## config.mk

```make
export PLATFORM = sky130hd
export DESIGN_NAME = cmd_tx_queue
export DESIGN_NICKNAME = d
export VERILOG_FILES = /design/src/rtl/cmd_tx_queue.sv
export SDC_FILE = /design/constraint.sdc
export NUM_CORES = 1
export LEC_CHECK = 0
export CORE_MARGIN = 5
export CORE_UTILIZATION = 54
export DETAILED_ROUTE_END_ITERATION = 7
export GPL_TIMING_DRIVEN = 1
export PLACE_DENSITY_LB_ADDON = 0.2
export SYNTH_ARGS = -nofsm -noshare
export SYNTH_HDL_FRONTEND = slang
export SYNTH_SLANG_ARGS = --single-unit
```

## constraint.sdc

```tcl
create_clock -name clock -period 3.1 [get_ports clock]
set_input_delay 0.62 -clock clock [delete_from_list [all_inputs] [get_ports clock]]
set_output_delay 0.62 -clock clock [all_outputs]
set_load 0.05 [all_outputs]
```

## src/rtl/cmd_tx_queue.sv

```systemverilog
// cmd_tx_queue: turns edges on raw switch/button levels into command bytes,
// queues them in a small FIFO and presents the head byte to a UART transmitter.
// A pending flag per (channel, edge) pair absorbs events while the FIFO is busy.
module cmd_tx_queue #(
    parameter int                  N_CH     = 4,
    parameter int                  DEPTH    = 8,
    parameter logic [8*N_CH-1:0]   RISE_CMD = {8'h00, 8'h00, 8'h00, 8'h05},
    parameter logic [8*N_CH-1:0]   FALL_CMD = {8'h00, 8'h00, 8'h00, 8'h09}
) (
    input  logic                    clock,
    input  logic                    reset,
    input  logic [N_CH-1:0]         req_in,
    input  logic                    enable,
    input  logic                    flush,
    output logic [7:0]              tx_bits,
    input  logic                    tx_ready,
    output logic [$clog2(DEPTH):0]  fifo_count,
    output logic [2*N_CH-1:0]       pending,
    output logic [7:0]              drop_cnt
);

    localparam int AW = $clog2(DEPTH);
    localparam int CW = AW + 1;
    localparam int NB = 2 * N_CH;
    localparam int IW = $clog2(NB);

    // Saturating add of a small per-cycle increment onto the 8-bit drop counter.
    function automatic logic [7:0] sat_add8(input logic [7:0] base, input logic [4:0] inc);
        logic [8:0] sum;
        sum = {1'b0, base} + {4'b0000, inc};
        return sum[8] ? 8'hFF : sum[7:0];
    endfunction

    // Registered state
    logic [N_CH-1:0] s1_r;
    logic [N_CH-1:0] s2_r;
    logic [N_CH-1:0] s3_r;
    logic [1:0]      sup_cnt_r;
    logic [NB-1:0]   pending_r;
    logic [7:0]      drop_cnt_r;
    logic [7:0]      mem_r [DEPTH];
    logic [AW-1:0]   wr_ptr_r;
    logic [AW-1:0]   rd_ptr_r;
    logic [CW-1:0]   count_r;
    logic [7:0]      tx_bits_r;

    // Combinational helpers
    logic [7:0]      cmd_s [NB];
    logic            armed_s;
    logic [NB-1:0]   edge_s;
    logic [NB-1:0]   event_s;
    logic [NB-1:0]   grant_s;
    logic            found_s;
    logic [IW-1:0]   sel_s;
    logic            pop_s;
    logic            space_s;
    logic            push_s;
    logic [NB-1:0]   clear_s;
    logic [NB-1:0]   drop_s;
    logic [NB-1:0]   pending_nxt_s;
    logic [4:0]      drop_num_s;
    logic [7:0]      drop_nxt_s;
    logic [7:0]      push_byte_s;

    // Command byte per pending-bit index: even bits are rises, odd bits are falls.
    always_comb begin
        for (int b = 0; b < NB; b++) begin
            cmd_s[b] = 8'h00;
        end
        for (int i = 0; i < N_CH; i++) begin
            cmd_s[2*i]   = RISE_CMD[8*i +: 8];
            cmd_s[2*i+1] = FALL_CMD[8*i +: 8];
        end
    end

    // Edge detection on the synchronized levels, qualified into recordable events.
    always_comb begin
        armed_s = (sup_cnt_r == 2'd0);
        edge_s  = '0;
        event_s = '0;
        for (int i = 0; i < N_CH; i++) begin
            edge_s[2*i]   = s2_r[i] & ~s3_r[i];
            edge_s[2*i+1] = ~s2_r[i] & s3_r[i];
        end
        for (int b = 0; b < NB; b++) begin
            event_s[b] = edge_s[b] & armed_s & enable & (cmd_s[b] != 8'h00) & ~flush;
        end
    end

    // Fixed-priority arbiter: lowest set pending index wins.
    always_comb begin
        grant_s = '0;
        found_s = 1'b0;
        sel_s   = '0;
        for (int b = 0; b < NB; b++) begin
            grant_s[b] = pending_r[b] & ~found_s;
            sel_s      = grant_s[b] ? IW'(b) : sel_s;
            found_s    = found_s | pending_r[b];
        end
    end

    // Push/pop decisions; a full FIFO still accepts a push when the head leaves.
    always_comb begin
        pop_s       = tx_ready & (count_r != '0) & ~flush;
        space_s     = (count_r != CW'(DEPTH)) | pop_s;
        push_s      = found_s & space_s & ~flush;
        clear_s     = grant_s & {NB{push_s}};
        push_byte_s = cmd_s[sel_s];
    end

    // Next pending flags and the number of events coalesced this cycle.
    always_comb begin
        drop_s     = event_s & pending_r & ~clear_s;
        drop_num_s = 5'd0;
        for (int b = 0; b < NB; b++) begin
            drop_num_s = drop_num_s + {4'b0000, drop_s[b]};
        end
        drop_nxt_s = sat_add8(drop_cnt_r, drop_num_s);
        if (flush) begin
            pending_nxt_s = '0;
        end else begin
            pending_nxt_s = (pending_r & ~clear_s) | event_s;
        end
    end

    // Two-flop synchronizer plus history flop; flush does not disturb it.
    always_ff @(posedge clock) begin
        if (reset) begin
            s1_r <= '0;
            s2_r <= '0;
            s3_r <= '0;
        end else begin
            s1_r <= req_in;
            s2_r <= s1_r;
            s3_r <= s2_r;
        end
    end

    // Post-reset blanking so levels already present at reset are not seen as edges.
    always_ff @(posedge clock) begin
        if (reset) begin
            sup_cnt_r <= 2'd3;
        end else if (sup_cnt_r != 2'd0) begin
            sup_cnt_r <= sup_cnt_r - 2'd1;
        end else begin
            sup_cnt_r <= sup_cnt_r;
        end
    end

    // Pending flags and the saturating coalesced-event counter.
    always_ff @(posedge clock) begin
        if (reset) begin
            pending_r  <= '0;
            drop_cnt_r <= 8'h00;
        end else begin
            pending_r  <= pending_nxt_s;
            drop_cnt_r <= drop_nxt_s;
        end
    end

    // FIFO pointers and occupancy; pointers wrap naturally since DEPTH is a power of two.
    always_ff @(posedge clock) begin
        if (reset) begin
            wr_ptr_r <= '0;
            rd_ptr_r <= '0;
            count_r  <= '0;
        end else if (flush) begin
            wr_ptr_r <= '0;
            rd_ptr_r <= '0;
            count_r  <= '0;
        end else begin
            if (push_s) begin
                wr_ptr_r <= wr_ptr_r + AW'(1);
            end else begin
                wr_ptr_r <= wr_ptr_r;
            end
            if (pop_s) begin
                rd_ptr_r <= rd_ptr_r + AW'(1);
            end else begin
                rd_ptr_r <= rd_ptr_r;
            end
            case ({push_s, pop_s})
                2'b10:   count_r <= count_r + CW'(1);
                2'b01:   count_r <= count_r - CW'(1);
                default: count_r <= count_r;
            endcase
        end
    end

    // FIFO storage; contents are only visible through count-gated reads.
    always_ff @(posedge clock) begin
        if (push_s && !reset) begin
            mem_r[wr_ptr_r] <= push_byte_s;
        end
    end

    // Registered head byte for the UART, idle value 8'h00 when empty.
    always_ff @(posedge clock) begin
        if (reset) begin
            tx_bits_r <= 8'h00;
        end else if (flush) begin
            tx_bits_r <= 8'h00;
        end else if (count_r != '0) begin
            tx_bits_r <= mem_r[rd_ptr_r];
        end else begin
            tx_bits_r <= 8'h00;
        end
    end

    assign tx_bits    = tx_bits_r;
    assign fifo_count = count_r;
    assign pending    = pending_r;
    assign drop_cnt   = drop_cnt_r;

endmodule

```

==> qor.csv, run 1 <==
stage;metric;value;unit
routing;vias;1753;
floorplan;core;0.004661;sq mm
min_path;worst_hold_path_type;register to register;
power;peakVddDrop;0.3124;mV
sta;maxSlewViolCount;0;
critical_path;cp.required;3.29;ns
routing;drtIter0Drc;132;
logic_synthesis;synthFlopType;dfxtp_1;
critical_path;r2r_cells;10;
cells_and_area;layout-drive-gt1-share;12.45;%
clocking;cts_buffer_depth;2;
cells_and_area;antenna_cells;0;
logic_synthesis;yosys_warnings;0;
routing;wl;4577;um
global_route;grt_max_degree;14;
routing;route.detailed.drc;0;
logic_synthesis;async_flop_share;0;%
clocking;postCtsSetupBuffers;0;
sta;finalSetupTns;0;ns
logic_synthesis;netlist_instances;223;
clocking;clk_latency;0.32;ns
sta;fin_crit;2.598;ns
clocking;root_buffer;clkbuf_8;
placed_design;dp_hpwl;3326;um
logic_synthesis;synth_seq_cells;58;
clocking;cts_made_buffers;9;
placed_design;preCtsSetupSlack;0.1769;ns
clocking;cts_resized;0;
sta;final_hold_viol_count;0;
floorplan;initial_utilization;54.79;%
floorplan;placementRows;25;
clocking;clock-sinks;58;
critical_path;start_kind;primary input;
global_route;antenna_found_initial;0;
floorplan;die_y;78.77;um
sta;max_clock_freq;0.3850;GHz
cells_and_area;fin_util;65.61;%
global_route;overflow;0;
routing;drt-pass1-iter-count;4;
sta;slew_headroom;58.24;%
logic_synthesis;ys_seq_area_share;54.88;%
sta;setup_violations;0;
power;p_leak;1.085;nW
logic_synthesis;synth_top_area_cell;edfxtp_1;
sta;fin_ws;0.5024;ns
sta;grt_setup_unrepaired;no;
placed_design;dp_cells;303;
logic_synthesis;synth_top_area_share;28.22;%
sta;finClkSkew;0.009379;ns
cells_and_area;num-fill-cells;380;
min_path;hold_depth;1;
logic_synthesis;synth.area.top_cells;edfxtp_1 28%, dfxtp_1 27%, mux4_2 5.3%, nor2_1 4.6%, ha_1 3.4%;
floorplan;die_w;78.77;um
logic_synthesis;avgSynthCellArea;11.45;sq um
cells_and_area;stdcell_count;319;
floorplan;io_pins;37;
clocking;cts_tree;yes;
routing;via_per_inst;5.495;
outcome;outcome;completed;
power;power_density;491.0;mW/mm^2
critical_path;arrival;2.79;ns
routing;wl_per_cell;14.35;um
global_route;grt.total_usage;16.83;%
logic_synthesis;synth_cell_type_count;45;
placed_design;port-buffer-count;28;
global_route;grt_first_pass_wirelength;8031;um
logic_synthesis;syn_area;0.002554;sq mm
routing;ant_nets;0;
sta;post-route-period-util;83.79;%
clocking;ctsHoldBuffers;0;
critical_path;path_class;primary input to register;
run;maxCapViolCount;0;
sta;hold-worst-slack;0.4258;ns
floorplan;die_area;0.006205;sq mm
clocking;htreeDepth;3;
logic_synthesis;synth-edff-count;24;
cells_and_area;fin_nets;278;
sta;worst_slew_pin_slew;0.6250;ns
placed_design;dpl-instance-area;0.002879;sq mm
cells_and_area;final_area;0.003058;sq mm
logic_synthesis;synth_common_cells;34 x dfxtp_1, 31 x nor2_1, 24 x edfxtp_1;
global_route;grt_pass1_vias;1724;
placed_design;place_congestion;0.7484;
clocking;clk_pin_slew;0.07;ns
critical_path;crit_fanout;5;
power;total_power;1.501;mW
critical_path;endpoint_kind;register;
logic_synthesis;yosysMostFrequentCell;dfxtp_1;
cells_and_area;syn2layout_area_growth;19.75;%
-- critical path, cell delays in order --
cell and delay, ns:
clkdlybuf4s50_1 0.49, inv_1 0.08, a31o_1 0.24, o21ai_1 0.17, nor2_1 0.08, fa_1 0.41
ha_1 0.25, inv_1 0.07, nor2_1 0.07, nand4_1 0.20, a21oi_1 0.10
-- state kept, by name, summed over array words and instances, names as in the netlist --
signal      cells
tx_bits         3
wr_ptr_r        3
rd_ptr_r        3
drop_cnt        8
fifo_count      4
pending         8
sup_cnt_r       2
mem_r          24
s1_r            1
s3_r            1
s2_r            1
-- worst paths after layout --
kind,slack (ns),from,endpoint
worst max-delay path,0.50,tx_ready,drop_cnt[0]
worst min-delay path,0.43,s1_r[0],s2_r[0]
worst max register to register,0.66,fifo_count[0],drop_cnt[0]
worst min register to register,0.43,s1_r[0],s2_r[0]
-- layout make-up --
class	instances	area (sq um)	area share, %
Clock inverter	4	43.79	1.432
Inverter	10	37.54	1.227
Tap cell	54	67.56	2.209
Clock buffer	12	135.1	4.419
Timing Repair Buffer	35	332.8	10.88
Multi-Input combinational cell	146	1040	34.00
Sequential cell	58	1401	45.83
-- where the power goes --
part | internal [mW] | leakage (nW) | switching (mW) | total (mW)
Sequential | 0.796 | 0.433 | 0.00279 | 0.799
Combinational | 0.0243 | 0.560 | 0.0400 | 0.0643
Clock | 0.367 | 0.0918 | 0.272 | 0.638
-- cell usage in the layout (no fill, tap or decap), types with 3 or more instances in the layout --
| cell | n |
|---|---|
| dfxtp_1 | 34 |
| nor2_1 | 31 |
| clkdlybuf4s50_1 | 28 |
| edfxtp_1 | 24 |
| nand2_1 | 17 |
| a21oi_1 | 11 |
| inv_1 | 10 |
| clkbuf_8 | 9 |
| nand3_1 | 8 |
| ha_1 | 7 |
| buf_4 | 7 |
| xor2_1 | 6 |
| mux2i_1 | 6 |
| mux4_2 | 6 |
| nor2b_1 | 5 |
| conb_1 | 5 |
| nand3b_1 | 4 |
| a211oi_1 | 3 |
| a31oi_1 | 3 |
| o211a_1 | 3 |
| clkbuf_1 | 3 |
-- cell families after synthesis --
family,after synthesis,share of synthesized area (%)
and+or+nand+nor,83,16.37
DFF,58,54.87
AOI/OAI and AO/OA,29,8.232
buffers and inverters,23,4.997
muxes,12,7.643
adders and majority gates,9,4.997
xor gates and xnor gates,8,2.744
other,1,0.1468
-- layer usage --
layer / GRT usage [%] / wire length, um / part of all wire (%)
met3: 4.082 / 216 / 4.7
met1: 21.41 / 2131 / 47
met5: 0 / 0 / 0
met2: 26.57 / 2147 / 47
met4: 8.916 / 82 / 1.8
Power figures use the tool's default switching activity.
==> inputs of run 2 (changes only) <==
==> constraint.sdc (replaced) <==
create_clock -name clock -period 2.7 [get_ports clock]
set_input_delay 0.54 -clock clock [delete_from_list [all_inputs] [get_ports clock]]
set_output_delay 0.54 -clock clock [all_outputs]
set_load 0.05 [all_outputs]
==> qor.csv, run 2 (synthesis gave the netlist of run 1 again) <==
stage;metric;value;unit;change
sta;hold-worst-slack;0.4411;ns;+0.01523 ns
routing;via_per_inst;5.337;;-2.9%
critical_path;slowest_stage;clkdlybuf4s50_1;;
clocking;cts_buffer_depth;2;;unchanged
placed_design;dp_cells;307;;+1.3%
sta;grt_setup_unrepaired;no;;
cells_and_area;layout-drive-gt1-share;13.38;%;+0.93 points
cells_and_area;num-fill-cells;353;;-7.1%
clocking;root_buffer;clkbuf_8;;
sta;setup_violations;0;;unchanged
clocking;clk_latency;0.32;ns;about the same
power;peakVddDrop;0.3968;mV;+27%
clocking;clock-sinks;58;;unchanged
critical_path;endpoint_kind;register;;
cells_and_area;multiInputGateArea;0.001040;sq mm;unchanged
min_path;worst_hold_path_type;register to register;;
floorplan;initial_utilization;54.79;%;unchanged
global_route;grt_pass1_vias;1759;;+2.0%
cells_and_area;layout_commonest_cell;dfxtp_1;;
clocking;cts_resized;0;;unchanged
critical_path;cp.required;2.95;ns;-0.34 ns
placed_design;port-buffer-count;28;;unchanged
clocking;clk_pin_slew;0.07;ns;about the same
cells_and_area;largest_reg_flops;24;;unchanged
floorplan;placementRows;25;;unchanged
floorplan;die_y;78.77;um;unchanged
critical_path;crit_family;buffers and inverters;;
cells_and_area;regMostFlops;mem_r;;
clocking;cts_made_buffers;9;;unchanged
sta;max_clock_freq;0.4090;GHz;
global_route;grt_max_degree;13;;-1
sta;final_hold_viol_count;0;;unchanged
global_route;grtUsageMet2;28.27;%;+1.7 points
placed_design;dp_hpwl;3388;um;+1.9%
sta;slew_headroom;54.92;%;-3.3 points
global_route;overflow;0;;unchanged
routing;wl;4801;um;+4.9%
outcome;outcome;completed;;
sta;maxSlewViolCount;0;;unchanged
critical_path;crit_path_cell_trace;clkdlybuf4s50_1 > inv_1 > a31o_1 > o21ai_1 > nor2_1 > fa_1 > ha_1 > inv_1 > nor2_1 > and4b_1 > nor3_1;;
routing;wl_per_cell;14.86;um;+3.6%
critical_path;path_class;primary input to register;;
floorplan;io_pins;37;;unchanged
power;power_density;558.7;mW/mm^2;+14%
sta;worst_slew_pin_slew;0.6748;ns;+0.04971 ns
clocking;postCtsSetupBuffers;0;;unchanged
global_route;grt_first_pass_wirelength;8342;um;+3.9%
routing;route.detailed.drc;0;;unchanged
run;maxCapViolCount;0;;unchanged
placed_design;dpl-instance-area;0.002909;sq mm;+1.0%
global_route;grtUsageMet1;22.15;%;+0.74 points
power;total_power;1.725;mW;+15%
clocking;ctsHoldBuffers;0;;unchanged
global_route;antenna_found_initial;0;;unchanged
critical_path;arrival;2.70;ns;-0.09 ns
cells_and_area;antenna_cells;0;;unchanged
routing;vias;1724;;-1.7%
cells_and_area;fin_nets;282;;+1.4%
placed_design;place_congestion;0.7454;;-0.40%
critical_path;start_kind;primary input;;
floorplan;die_w;78.77;um;unchanged
global_route;gr-max-usage-layer;met2;;
power;p_leak;1.104;nW;+1.7%
cells_and_area;ff_latch_area;0.001401;sq mm;unchanged
critical_path;cpPeakStageDelay;0.52;ns;+0.03 ns
cells_and_area;syn2layout_area_growth;20.87;%;
global_route;grt.total_usage;17.76;%;+0.92 points
cells_and_area;final_area;0.003087;sq mm;+0.94%
routing;drtIter0Drc;142;;+7.6%
floorplan;core;0.004661;sq mm;unchanged
sta;finClkSkew;0.008938;ns;-0.0004413 ns
clocking;htreeDepth;3;;unchanged
critical_path;crit_fanout;4;;-1
routing;drt-pass1-iter-count;6;;+2
sta;post-route-period-util;90.56;%;
global_route;use_met3;4.989;%;+0.91 points
clocking;cts_tree;yes;;
sta;fin_crit;2.445;ns;
floorplan;die_area;0.006205;sq mm;unchanged
routing;ant_nets;0;;unchanged
critical_path;crit_buf_inv;3;;unchanged
cells_and_area;final_cell_mix;34 x dfxtp_1, 31 x nor2_1, 28 x clkdlybuf4s50_1, 24 x edfxtp_1, 17 x nand2_1;;
cells_and_area;stdcell_count;323;;+1.3%
## run 2: cell types whose count changed in the layout (fill, tap and decap cells not counted), sizes merged
cell    delta
buf        +4
clkbuf     -1
clkinv     +1
## run 2: where the power goes
part | switching (mW) | internal (mW) | leakage, nW
clock network | 0.318 | 0.416 | 0.0898
registers | 0.00325 | 0.914 | 0.433
logic | 0.0457 | 0.0276 | 0.581
## run 2: stage by stage
stage / setup WS (ns) / TNS, ns / utilization (%)
2_1_floorplan: 0.2264 / 0 / -
3_3_place_gp: -0.06055 / -0.3457 / 62.42
3_5_place_dp: -0.06939 / -0.3533 / 62.42
4_1_cts: 0.2693 / 0 / 66.23
5_1_grt: 0.02258 / 0 / 66.23
6_report: 0.2548 / 0 / 66.23
## run 2: final timing paths
kind	cells after the start	slack [ns]	to	start
worst min-delay path	1	0.44	s2_r[0]	s1_r[0]
worst max register to register	9	0.26	fifo_count[3]	fifo_count[3]
worst min register to register	1	0.44	s2_r[0]	s1_r[0]
worst max-delay path	11	0.25	drop_cnt[6]	tx_ready
## run 2: metal layers
metal / up-vias / part of all wire [%] / wire [um]
met5: - / 0 / 0
met4: 0 / 1.6 / 78
met3: 7 / 4.4 / 209
met2: 32 / 47 / 2253
met1: 816 / 47 / 2258
li1: 869 / - / -
## run 2: final cells by class
cell class | instances | share of cell area (%)
well taps | 54 | 2.189
clock buffers | 11 | 4.256
inverters | 10 | 1.216
flip-flops and latches | 58 | 45.40
clock inverters | 5 | 1.500
multi-input cells | 146 | 33.68
repair buffers | 39 | 11.76
==> inputs of run 3 (changes only) <==
--- a/config.mk
+++ b/config.mk
@@ -5,7 +5,6 @@
 export SDC_FILE = /design/constraint.sdc
 export NUM_CORES = 1
 export LEC_CHECK = 0
-export CORE_MARGIN = 5
 export CORE_UTILIZATION = 54
 export DETAILED_ROUTE_END_ITERATION = 7
 export GPL_TIMING_DRIVEN = 1
==> qor.csv, run 3 (synthesis gave the netlist of run 1 again) <==
stage;metric;value;unit;change
power;p_leak;1.128;nW;+2.2%
min_path;hold_depth;1;;unchanged
cells_and_area;final_cell_mix;34 x dfxtp_1, 31 x nor2_1, 28 x clkdlybuf4s50_1, 24 x edfxtp_1, 17 x nand2_1;;
power;total_power;1.764;mW;+2.3%
outcome;outcome;completed;;
clocking;postCtsSetupBuffers;0;;unchanged
critical_path;r2r_end;fifo_count[3];;
critical_path;r2r_start;fifo_count[0];;
cells_and_area;multiInputGateArea;0.001040;sq mm;unchanged
sta;post-route-period-util;91.05;%;+0.49 points
floorplan;die_y;70.77;um;-10%
floorplan;die_area;0.005008;sq mm;-19%
cells_and_area;layout_commonest_cell;dfxtp_1;;
sta;grt_setup_unrepaired;no;;
cells_and_area;largest_reg_flops;24;;unchanged
sta;fin_crit;2.458;ns;+0.01316 ns
global_route;grt.total_usage;19.63;%;+1.9 points
critical_path;start_kind;primary input;;
sta;final_hold_viol_count;0;;unchanged
critical_path;r2r_cells;9;;unchanged
sta;finClkSkew;0.006945;ns;-0.001993 ns
min_path;hp-start;s1_r[0];;
cells_and_area;fin_util;70.27;%;+4.0 points
cells_and_area;ff_latch_area;0.001401;sq mm;unchanged
floorplan;placementRows;24;;-4.0%
critical_path;endpoint_kind;register;;
power;peakVddDrop;0.3816;mV;-3.8%
sta;worst_slew_pin_slew;0.5579;ns;-0.1168 ns
min_path;min_to;s2_r[0];;
floorplan;initial_utilization;57.46;%;+2.7 points
sta;max_clock_freq;0.4068;GHz;-0.54%
power;power_density;564.7;mW/mm^2;+1.1%
placed_design;dp_cells;308;;+0.33%
placed_design;place_congestion;0.7737;;+3.8%
clocking;cts_made_buffers;9;;unchanged
clocking;cts_tree;yes;;
placed_design;port-buffer-count;28;;unchanged
sta;slew_headroom;62.73;%;+7.8 points
cells_and_area;num-fill-cells;331;;-6.2%
routing;via_per_inst;5.377;;+0.73%
critical_path;cp.required;2.89;ns;-0.06 ns
cells_and_area;fin_nets;285;;+1.1%
cells_and_area;layout-drive-gt1-share;15.81;%;+2.4 points
critical_path;ff2ff_setup_slack;0.35;ns;+0.09 ns
global_route;antenna_found_initial;0;;unchanged
global_route;grt_max_degree;14;;+1
sta;maxSlewViolCount;0;;unchanged
cells_and_area;stdcell_count;324;;+0.31%
global_route;grt_pass1_vias;1672;;-4.9%
global_route;grt_first_pass_wirelength;7527;um;-9.8%
critical_path;path_class;primary input to register;;
sta;hold-worst-slack;0.4373;ns;-0.003757 ns
clocking;root_buffer;clkbuf_8;;
critical_path;crit_fanout;5;;+1
clocking;clock-sinks;58;;unchanged
floorplan;die_w;70.77;um;-10%
routing;vias;1742;;+1.0%
global_route;overflow;0;;unchanged
cells_and_area;regMostFlops;mem_r;;
routing;drt-pass1-iter-count;4;;-2
routing;ant_nets;0;;unchanged
clocking;cts_resized;0;;unchanged
placed_design;dp_hpwl;3127;um;-7.7%
run;maxCapViolCount;0;;unchanged
clocking;clk_pin_slew;0.06;ns;about the same
clocking;cts_buffer_depth;2;;unchanged
cells_and_area;syn2layout_area_growth;22.29;%;
clocking;ctsHoldBuffers;0;;unchanged
sta;setup_violations;0;;unchanged
critical_path;arrival;2.65;ns;-0.05 ns
clocking;clk_latency;0.32;ns;about the same
routing;route.detailed.drc;0;;unchanged
routing;wl;4358;um;-9.2%
clocking;htreeDepth;3;;unchanged
routing;drtIter0Drc;75;;-47%
routing;wl_per_cell;13.45;um;-9.5%
min_path;worst_hold_path_type;register to register;;
floorplan;io_pins;37;;unchanged
floorplan;core;0.004444;sq mm;-4.6%
cells_and_area;antenna_cells;0;;unchanged
## run 3: cell types whose count changed in the layout (fill, tap and decap cells not counted), sizes merged
cell / change
buf: +3
clkbuf: -1
clkinvlp: +1
## run 3: power breakdown
group          internal, mW  switching (mW)
Combinational        0.0276          0.0454
Clock                 0.443           0.331
Sequential            0.914         0.00342
## run 3: area by class of cell
cell class	count	area share, %
clock buffers	10	4.407
clock inverters	6	1.803
inverters	10	1.202
multi-input cells	146	33.29
flip-flops and latches	58	44.87
well taps	52	2.083
repair buffers	42	12.34
## run 3: metal layers
metal / share of wire [%] / global-route usage (%) / vias up / wire (um)
met2: 47 / 30.56 / 35 / 2065
li1: - / - / 872 / -
met5: 0 / 0 / - / 0
met1: 47 / 25.52 / 828 / 2065
met3: 3.5 / 5.556 / 7 / 154
met4: 1.7 / 9.333 / 0 / 73
## run 3: metrics by stage
step	instance area [sq um]	worst slack, ns	setup TNS, ns
4_1_cts	3123	0.2496	0
3_5_place_dp	2929	-0.08803	-0.5141
3_3_place_gp	2929	-0.06863	-0.3797
5_1_grt	3123	0.05747	0
6_report	3123	0.2417	0
2_1_floorplan	2569	0.2264	0
## run 3: worst max-delay path, cell delays in order
cell and delay, ns:
clkdlybuf4s50_1 0.51, inv_1 0.09, a31o_1 0.24, o21ai_1 0.16
nor2_1 0.08, fa_1 0.39, ha_1 0.23, inv_1 0.06
nor2_1 0.06, nand4_1 0.19, a21oi_1 0.09
## run 3: worst max path at each step
stage             startpoint  slack (ns)            end  cells past startpoint
4_1_cts             tx_ready        0.25    drop_cnt[3]                     11
3_5_place_dp        tx_ready       -0.09    drop_cnt[3]                     11
5_1_grt             tx_ready        0.06    drop_cnt[5]                     11
6_report            tx_ready        0.24    drop_cnt[3]                     11
3_3_place_gp        tx_ready       -0.07    drop_cnt[2]                     11
2_1_floorplan  fifo_count[3]        0.23  fifo_count[3]                      9
